===== src/rtl/clock_pkg.sv =====
// Shared types and default timing constants for the digital-clock sequencer.
package clock_pkg;

  typedef enum logic [1:0] {
    RUN,
    SET_HOUR,
    SET_MIN
  } state_t;

  localparam int TICKS_PER_SEC_DEF   = 1000;
  localparam int DEBOUNCE_MS_DEF     = 20;
  localparam int REPEAT_DELAY_MS_DEF = 500;
  localparam int REPEAT_RATE_MS_DEF  = 200;
  localparam int BLINK_MS_DEF        = 250;

endpackage


===== src/rtl/btn_debounce.sv =====
// Button conditioner: 2-FF synchronizer, stability counter and a registered
// one-cycle pulse on each accepted rising edge of the debounced level.
module btn_debounce #(
  parameter int DEBOUNCE_MS = 20
) (
  input  logic clk,
  input  logic reset,
  input  logic raw,
  output logic level,
  output logic press
);

  localparam int CW = (DEBOUNCE_MS > 1) ? $clog2(DEBOUNCE_MS) : 1;
  localparam logic [CW-1:0] CNT_LAST = CW'(DEBOUNCE_MS - 1);

  logic          sync1;
  logic          sync2;
  logic          level_d;
  logic [CW-1:0] cnt;

  // NOTE: every register here is updated with <= so all flops sample the
  // values from before the edge, exactly as the hardware does.
  always_ff @(posedge clk) begin
    if (reset) begin
      sync1   <= 1'b0;
      sync2   <= 1'b0;
      level   <= 1'b0;
      level_d <= 1'b0;
      press   <= 1'b0;
      cnt     <= '0;
    end else begin
      sync1   <= raw;
      sync2   <= sync1;
      level_d <= level;
      press   <= level & ~level_d;
      if (sync2 != level) begin
        if (cnt == CNT_LAST) begin
          level <= sync2;
          cnt   <= '0;
        end else begin
          cnt <= cnt + CW'(1);
        end
      end else begin
        cnt <= '0;
      end
    end
  end

endmodule


===== src/rtl/clock_ctrl.sv =====
// Sequencing controller: 1 Hz divider, RUN-mode increment cascade, and the
// RUN / SET_HOUR / SET_MIN time-setting FSM with auto-repeat and blink.
module clock_ctrl
  import clock_pkg::*;
#(
  parameter int TICKS_PER_SEC   = TICKS_PER_SEC_DEF,
  parameter int DEBOUNCE_MS     = DEBOUNCE_MS_DEF,
  parameter int REPEAT_DELAY_MS = REPEAT_DELAY_MS_DEF,
  parameter int REPEAT_RATE_MS  = REPEAT_RATE_MS_DEF,
  parameter int BLINK_MS        = BLINK_MS_DEF
) (
  input  logic clkMSec,
  input  logic reset,
  input  logic modeBtn,
  input  logic incBtn,
  input  logic secMax,
  input  logic minMax,
  output logic secInc,
  output logic minInc,
  output logic hourInc,
  output logic secClr,
  output logic setHour,
  output logic setMin,
  output logic blink
);

  localparam int DIV_W   = $clog2(TICKS_PER_SEC);
  localparam int REP_W   = $clog2(REPEAT_DELAY_MS + 1);
  localparam int BLINK_W = $clog2(BLINK_MS);

  localparam logic [DIV_W-1:0]   DIV_LAST   = DIV_W'(TICKS_PER_SEC - 1);
  localparam logic [REP_W-1:0]   REP_FIRE   = REP_W'(REPEAT_DELAY_MS);
  localparam logic [REP_W-1:0]   REP_RELOAD = REP_W'(REPEAT_DELAY_MS - REPEAT_RATE_MS + 1);
  localparam logic [BLINK_W-1:0] BLINK_LAST = BLINK_W'(BLINK_MS - 1);

  state_t             state;
  state_t             state_next;
  logic               state_change;
  logic               mode_level;
  logic               mode_press;
  logic               inc_level;
  logic               inc_press;
  logic               rep_pulse;
  logic [DIV_W-1:0]   div;
  logic [REP_W-1:0]   rep_cnt;
  logic [BLINK_W-1:0] blink_cnt;

  btn_debounce #(.DEBOUNCE_MS(DEBOUNCE_MS)) u_mode_db (
    .clk   (clkMSec),
    .reset (reset),
    .raw   (modeBtn),
    .level (mode_level),
    .press (mode_press)
  );

  btn_debounce #(.DEBOUNCE_MS(DEBOUNCE_MS)) u_inc_db (
    .clk   (clkMSec),
    .reset (reset),
    .raw   (incBtn),
    .level (inc_level),
    .press (inc_press)
  );

  // A mode press can only follow a cycle in which the level was accepted high.
  mode_press_has_level: assert property (
    @(posedge clkMSec) disable iff (reset) mode_press |-> $past(mode_level));

  always_ff @(posedge clkMSec) begin
    if (reset) state <= RUN;
    else       state <= state_next;
  end

  assign state_change = (state_next != state);
  assign rep_pulse    = (rep_cnt == REP_FIRE);

  // NOTE: every output and state_next gets a default first, so no path through
  // the case statement can leave a value unassigned and infer a latch.
  always_comb begin
    state_next = state;
    secInc     = 1'b0;
    minInc     = 1'b0;
    hourInc    = 1'b0;
    secClr     = 1'b0;
    setHour    = 1'b0;
    setMin     = 1'b0;
    if (!reset) begin
      unique case (state)
        RUN: begin
          secInc  = (div == DIV_LAST);
          minInc  = (div == DIV_LAST) & secMax;
          hourInc = (div == DIV_LAST) & secMax & minMax;
          if (mode_press) state_next = SET_HOUR;
        end
        SET_HOUR: begin
          setHour = 1'b1;
          if (mode_press) state_next = SET_MIN;
          else            hourInc    = inc_press | rep_pulse;
        end
        SET_MIN: begin
          setMin = 1'b1;
          if (mode_press) begin
            state_next = RUN;
            secClr     = 1'b1;
          end else begin
            minInc = inc_press | rep_pulse;
          end
        end
        default: state_next = RUN;
      endcase
    end
  end

  // Divider runs only in RUN and is parked at 0 while setting the time.
  always_ff @(posedge clkMSec) begin
    if (reset || state != RUN || mode_press || div == DIV_LAST) div <= '0;
    else                                                         div <= div + DIV_W'(1);
  end

  // Repeat counter counts cycles since the press; after the first repeat it is
  // reloaded so the next fire comes one repeat period later.
  always_ff @(posedge clkMSec) begin
    if (reset || state_change || !inc_level) begin
      rep_cnt <= '0;
    end else if (inc_press && state != RUN) begin
      rep_cnt <= REP_W'(1);
    end else if (rep_cnt == REP_FIRE) begin
      rep_cnt <= REP_RELOAD;
    end else if (rep_cnt != '0) begin
      rep_cnt <= rep_cnt + REP_W'(1);
    end
  end

  always_ff @(posedge clkMSec) begin
    if (reset || state_change || state == RUN) begin
      blink_cnt <= '0;
      blink     <= 1'b0;
    end else if (blink_cnt == BLINK_LAST) begin
      blink_cnt <= '0;
      blink     <= ~blink;
    end else begin
      blink_cnt <= blink_cnt + BLINK_W'(1);
    end
  end

endmodule


===== config.mk =====
export PLATFORM = sky130hd
export DESIGN_NAME = clock_ctrl
export DESIGN_NICKNAME = d
export VERILOG_FILES = /design/src/rtl/clock_pkg.sv /design/src/rtl/btn_debounce.sv /design/src/rtl/clock_ctrl.sv
export SDC_FILE = /design/constraint.sdc
export NUM_CORES = 1
export LEC_CHECK = 0
export ABC_AREA = 1
export BUFFER_PORTS_ARGS = -buffer_cell sky130_fd_sc_hd__buf_4
export CAP_MARGIN = 20
export CORE_MARGIN = 2
export CORE_UTILIZATION = 39
export DETAILED_ROUTE_END_ITERATION = 8
export PLACE_DENSITY = 0.51
export SETUP_SLACK_MARGIN = 0.3
export SKIP_CTS_REPAIR_TIMING = 1
export SLEW_MARGIN = 10
export SYNTH_ARGS = -nofsm -noshare
export SYNTH_HDL_FRONTEND = slang
export SYNTH_SLANG_ARGS = --single-unit

===== constraint.sdc =====
create_clock -name clkMSec -period 3.8 [get_ports clkMSec]
set_input_delay 0.38 -clock clkMSec [delete_from_list [all_inputs] [get_ports clkMSec]]
set_output_delay 0.38 -clock clkMSec [all_outputs]
set_load 0.005 [all_outputs]

==> flow_metrics.py, run 1 <==
metrics = {
    "yosys": {
        "synth_warnings": 0,
        "synthTopCellsByArea": "dfxtp_1, nor2_1, inv_1, nand2_1, xor2_1",
        "yosysTopAreaCell": "dfxtp_1",
        "synth_top_area_share_pct": 45.43,
        "synth_cell_type_count": 27,
        "ys_ff_latch": 50,
        "synth_nets": 304,
        "postSynthCellCount": 291,
        "ys_seq_area_share_pct": 45.43,
        "syn_avg_cell_area_um2": 7.572,
        "synth_area_um2": 2203,
    },
    "clock_tree": {
        "root_buffer": "clkbuf_8",
        "cts_tree": "built",
        "insertion_delay_ns": 0.30,
        "clk_pin_slew_worst_paths_ns": 0.09,
        "htreeDepth": 2,
        "cts.sinks": 50,
        "numCtsBuffers": 5,
        "clock_path_buffers": 2,
    },
    "placed_design": {
        "dpl.cell_count": 373,
        "port_buffers": 12,
        "gp_congestion": 0.7939,
        "hpwlAfterDp_mm": 2.724,
    },
    "routing": {
        "vias": 1705,
        "drtIter0Drc": 61,
        "viasPerCell": 4.475,
        "drc_errors": 0,
        "ant_nets": 0,
        "drtPass1Iterations": 4,
        "wl_per_cell_um": 9.514,
        "routed_wl_mm": 3.625,
    },
    "global_routing": {
        "groute.usage.overall_pct": 13.25,
        "overflow": 0,
        "grt_pass1_wl_mm": 6.637,
        "grt_start_max_net_pins": 17,
        "antenna_found_initial": 0,
        "grt_pass1_vias": 1631,
    },
    "sta": {
        "fin_crit_ns": 2.090,
        "slew_headroom_pct": 69.02,
        "fin_setup_tns_ns": 0,
        "slew_violations": 0,
        "fin_crit_sh_pct": 55.00,
        "holdWs_ns": 0.2881,
        "setup_violations": 0,
        "tightest_slew_ns": 0.4630,
        "hold_violations": 0,
        "skew_ns": 0.009352,
        "rsz0062_at_grt": "false",
        "max_freq_mhz": 478.5,
    },
    "setup_path": {
        "crit_fanout": 5,
        "arrival_ns": 1.71,
        "startpoint_type": "flip-flop",
        "crit_required_ns": 3.42,
        "crit_type": "reg -> out",
        "crit_path_end_kind": "output pin",
    },
    "die": {
        "start_util_pct": 40.26,
        "coreArea_um2": 5473,
        "die_w_um": 79.17,
        "die_area_um2": 6267,
        "dieHeight_um": 79.17,
        "io_pins": 13,
        "num_rows": 27,
    },
    "power": {
        "peakVddDrop_mv": 0.2244,
        "p_leak_nw": 0.9817,
        "powerDensity_nw_per_um2": 373.8,
    },
    "status": {
        "status": "finished clean",
    },
    "job": {
        "drv_cap": 0,
    },
    "cells_and_area": {
        "num_antenna_cells": 0,
        "area_growth_pct": 12.44,
        "layout_commonest_cell": "nor2_1",
        "layout-drive-gt1-share_pct": 9.385,
        "final_cell_mix": "nor2_1, dfxtp_1, inv_1",
        "final_nets": 321,
        "final_cells": 381,
    },
    "hold_path": {
        "hp-class": "in -> reg",
    },
}
flip-flops by register name, indices dropped and copies added (netlist names), 2 cells and up:
register and count:
div 10, rep_cnt 9, blink_cnt 8, u_inc_db.cnt 5, u_mode_db.cnt 5, state 2
synthesized netlist by cell type:
library cell	count
a21boi_0	1
ha_1	7
a21oi_1	16
nand2_1	42
inv_1	45
o211ai_1	2
o21ai_2	2
nor2_4	2
or2_4	1
nor2_1	54
nor3_1	16
nor2_2	1
a32o_1	1
buf_6	1
or2_0	1
xor2_1	14
xnor2_1	1
nand4_1	3
clkbuf_1	1
nand3_1	18
nor3b_1	2
or2_2	2
dfxtp_1	50
nand3b_1	1
a31oi_1	1
o21ai_0	5
nand3_2	1
per-layer routing:
metal	vias to the layer above	global-route usage [%]	part of all wire (%)
met5	-	0	0
met4	0	5.172	1.6
met3	6	3.750	2.8
met2	15	22.37	45
met1	739	15.88	50
li1	945	-	-
area by class of cell:
type,instances,area [um2]
sequential,50,1001
clock buffer,5,68.82
clock inverter,3,40.04
fill,571,2995
multi-input combinational,194,1018
tap,72,90.09
timing repair buffer,12,90.09
inverter,45,168.9
worst max-delay path, cell delays in order, from the launching register on:
cell and delay, ns:
dfxtp_1 0.40, ha_1 0.21, nand2_1 0.06, inv_1 0.05
nand3_1 0.07, nor2_1 0.16, inv_1 0.10, nor3_1 0.21
buf_4 0.16
final timing paths:
path | startpoint | to | cells after the start | slack (ns)
worst max-delay path | div[0]$_SDFF_PP0_ | secInc | 8 | 1.71
worst min-delay path | incBtn | u_inc_db.sync1$_SDFF_PP0_ | 3 | 0.29
worst max register to register | div[0]$_SDFF_PP0_ | div[2]$_SDFF_PP0_ | 8 | 2.40
worst min register to register | u_inc_db.level_d$_SDFF_PP0_ | u_inc_db.press$_SDFF_PP0_ | 1 | 0.38
logic make-up (layout without fill, tap and decap cells):
logic type / count (synthesis) / in the layout / share of synthesized area, %
compound gates: 28 / 28 / 7.326
fa+ha+maj: 7 / 7 / 3.975
simple gates: 144 / 144 / 28.96
flops: 50 / 50 / 45.43
xor+xnor: 15 / 15 / 5.963
buf+inv: 47 / 65 / 8.347
per-stage QoR:
step           utilization, %  setup WS [ns]  area (um2)  total power, mW
4_1_cts                 45.27          1.659        2477           0.9418
3_5_place_dp            43.28          1.998        2369           0.5661
6_report                45.27          1.710        2477           0.9259
2_1_floorplan               -          2.327        2203           0.5591
5_1_grt                 45.27          1.522        2477           0.9655
3_3_place_gp            43.28          2.068        2369           0.5660
power by group:
part / total [mW] / leakage [nW] / switching [mW] / internal, mW
Combinational: 0.0204 / 0.520 / 0.0120 / 0.00837
Sequential: 0.533 / 0.404 / 0.00392 / 0.529
Clock: 0.373 / 0.0579 / 0.179 / 0.194
No activity file was read; power rests on OpenSTA's default activity.
==> run 2: changes to the inputs <==
- clock period: 3.8 -> 2.13 ns (I/O delays scaled with it)
==> run 2 against run 1 <==
Setup slack worse by 1.3 ns; die area is the same; non-clock buffer count increased by 4; cell count increased by 1.0%; largest cell class unchanged; design area up 5.3%; global-route usage decreased by 0.14 points; critical path type unchanged; critical endpoint is now hourInc.
==> flow_metrics.py, run 2 (synthesis results as in run 1) <==
metrics = {
    "die": {
        "die_area_um2": 6267,
        "coreArea_um2": 5473,
        "die_w_um": 79.17,
        "dieHeight_um": 79.17,
        "io_pins": 13,
        "num_rows": 27,
        "start_util_pct": 40.26,
    },
    "global_routing": {
        "overflow": 0,
        "grt_start_max_net_pins": 17,
        "antenna_found_initial": 0,
        "grt_pass1_vias": 1604,
        "grt_pass1_wl_mm": 6.513,
        "groute.usage.overall_pct": 13.11,
    },
    "setup_path": {
        "crit_chain": "inv_2 > ha_4 > nand3_2 > nand3b_1 > nand2_2 > nand2_2 > a21oi_2 > buf_4",
        "crit_path_end_kind": "output pin",
        "crit_type": "reg -> out",
        "crit_path_end": "hourInc",
        "crit_fanout": 4,
        "reg2reg_depth": 4,
        "r2r_start": "state[1]$_SDFF_PP0_",
        "slowest_stage": "dfxtp_2",
        "r2r-end": "blink_cnt[7]$_SDFF_PP0_",
        "slowest_delay_ns": 0.35,
        "startpoint_type": "flip-flop",
        "cp_common_cell": "nand2_2",
        "critPathLaunch": "rep_cnt[0]$_SDFFE_PP0P_",
        "r2r_slack_ns": 0.78,
        "arrival_ns": 1.55,
        "crit_required_ns": 1.92,
    },
    "placed_design": {
        "gp_congestion": 0.7939,
        "port_buffers": 12,
        "hpwlAfterDp_mm": 2.706,
    },
    "clock_tree": {
        "clk_pin_slew_worst_paths_ns": 0.10,
        "insertion_delay_ns": 0.30,
        "root_buffer": "clkbuf_8",
        "clock_path_buffers": 2,
        "cts.sinks": 50,
        "htreeDepth": 2,
        "numCtsBuffers": 5,
        "cts_tree": "built",
    },
    "sta": {
        "setup_violations": 0,
        "rsz0062_at_grt": "true",
        "skew_ns": 0.008808,
        "max_freq_mhz": 566.2,
        "tightest_slew_ns": 0.4833,
        "hold_violations": 0,
        "fin_setup_tns_ns": 0,
        "slew_violations": 0,
        "fin_crit_sh_pct": 82.92,
        "fin_crit_ns": 1.766,
        "slew_headroom_pct": 67.66,
    },
    "routing": {
        "drc_errors": 0,
        "viasPerCell": 4.535,
        "vias": 1746,
        "ant_nets": 0,
        "routed_wl_mm": 3.731,
        "drtIter0Drc": 41,
        "drtPass1Iterations": 4,
        "wl_per_cell_um": 9.691,
    },
    "cells_and_area": {
        "final_cell_mix": "nor2_1, dfxtp_1, inv_1",
        "nFillCells": 561,
        "area_growth_pct": 18.34,
        "layout_commonest_cell": "nor2_1",
        "regMostFlops": "div",
        "final_nets": 325,
        "largest_reg_flops": 10,
        "num_antenna_cells": 0,
        "layout-drive-gt1-share_pct": 16.29,
        "reg.largest.list": "div: 10 flops, rep_cnt: 9 flops, blink_cnt: 8 flops",
    },
    "job": {
        "drv_cap": 0,
    },
    "power": {
        "peakVddDrop_mv": 0.3190,
        "p_leak_nw": 1.023,
        "total_power_mw": 1.813,
        "powerDensity_nw_per_um2": 695.3,
    },
    "status": {
        "status": "finished clean",
    },
    "hold_path": {
        "hp-class": "in -> reg",
    },
}
==> run 2: cell types whose count changed in the layout (fill, tap and decap cells not counted), sizes merged <==
cell | previous run | this run
clkbuf | 5 | 6
bufinv | 1 | 2
clkinv | 2 | 0
buf | 12 | 16
==> run 2: area by class of cell <==
| class | count | area [um2] | area share, % |
|---|---|---|---|
| multi-input cells | 194 | 1074 | 41.17 |
| clock inverters | 2 | 60.06 | 2.303 |
| inverters | 45 | 168.9 | 6.478 |
| clock buffers | 6 | 82.58 | 3.167 |
| flip-flops and latches | 50 | 1012 | 38.82 |
| well taps | 72 | 90.09 | 3.455 |
| repair buffers | 16 | 120.1 | 4.607 |
==> run 2: critical path, delay by kind of cell, from the launching register on <==
kind                       cells  cell delay, ns
DFF                            1            0.35
and+or+nand+nor                4            0.46
adders and majority gates      1            0.13
AOI/OAI and AO/OA              1            0.11
buffers and inverters          2            0.19
==> run 2: where the power goes <==
| group | internal [mW] | switching, mW |
|---|---|---|
| clock network | 0.501 | 0.319 |
| registers | 0.944 | 0.00821 |
| logic | 0.0181 | 0.0227 |
| total | 1.46 | 0.350 |
==> run 2: routing by layer <==
metal	up-vias	GRT usage (%)	share of wire, %
met5	-	0	0
met2	13	21.69	46
met4	0	5.690	1.7
met3	6	3.750	2.4
met1	768	15.82	49
li1	959	-	-
==> run 2: worst min path at each step <==
stage / start / to / slack [ns] / depth (start not counted)
after floorplan: incBtn / u_inc_db.sync1$_SDFF_PP0_ / 0.32 / 2
after global placement: u_inc_db.level_d$_SDFF_PP0_ / u_inc_db.press$_SDFF_PP0_ / 0.38 / 1
after detailed placement: u_inc_db.level_d$_SDFF_PP0_ / u_inc_db.press$_SDFF_PP0_ / 0.38 / 1
after CTS: incBtn / u_inc_db.sync1$_SDFF_PP0_ / 0.11 / 3
after global routing: modeBtn / u_mode_db.sync1$_SDFF_PP0_ / 0.12 / 3
final: incBtn / u_inc_db.sync1$_SDFF_PP0_ / 0.12 / 3
==> run 2: metrics by stage <==
step	area, um2	std cells	hold WS [ns]	util, %	worst slack, ns
2_1_floorplan	2203	291	0.3200	-	0.8235
3_3_place_gp	2369	373	0.3762	43.28	0.5648
3_5_place_dp	2369	373	0.3817	43.28	0.4982
4_1_cts	2511	381	0.1078	45.88	0.1487
5_1_grt	2608	385	0.1231	47.65	0.2234
6_report	2608	385	0.1174	47.65	0.3638
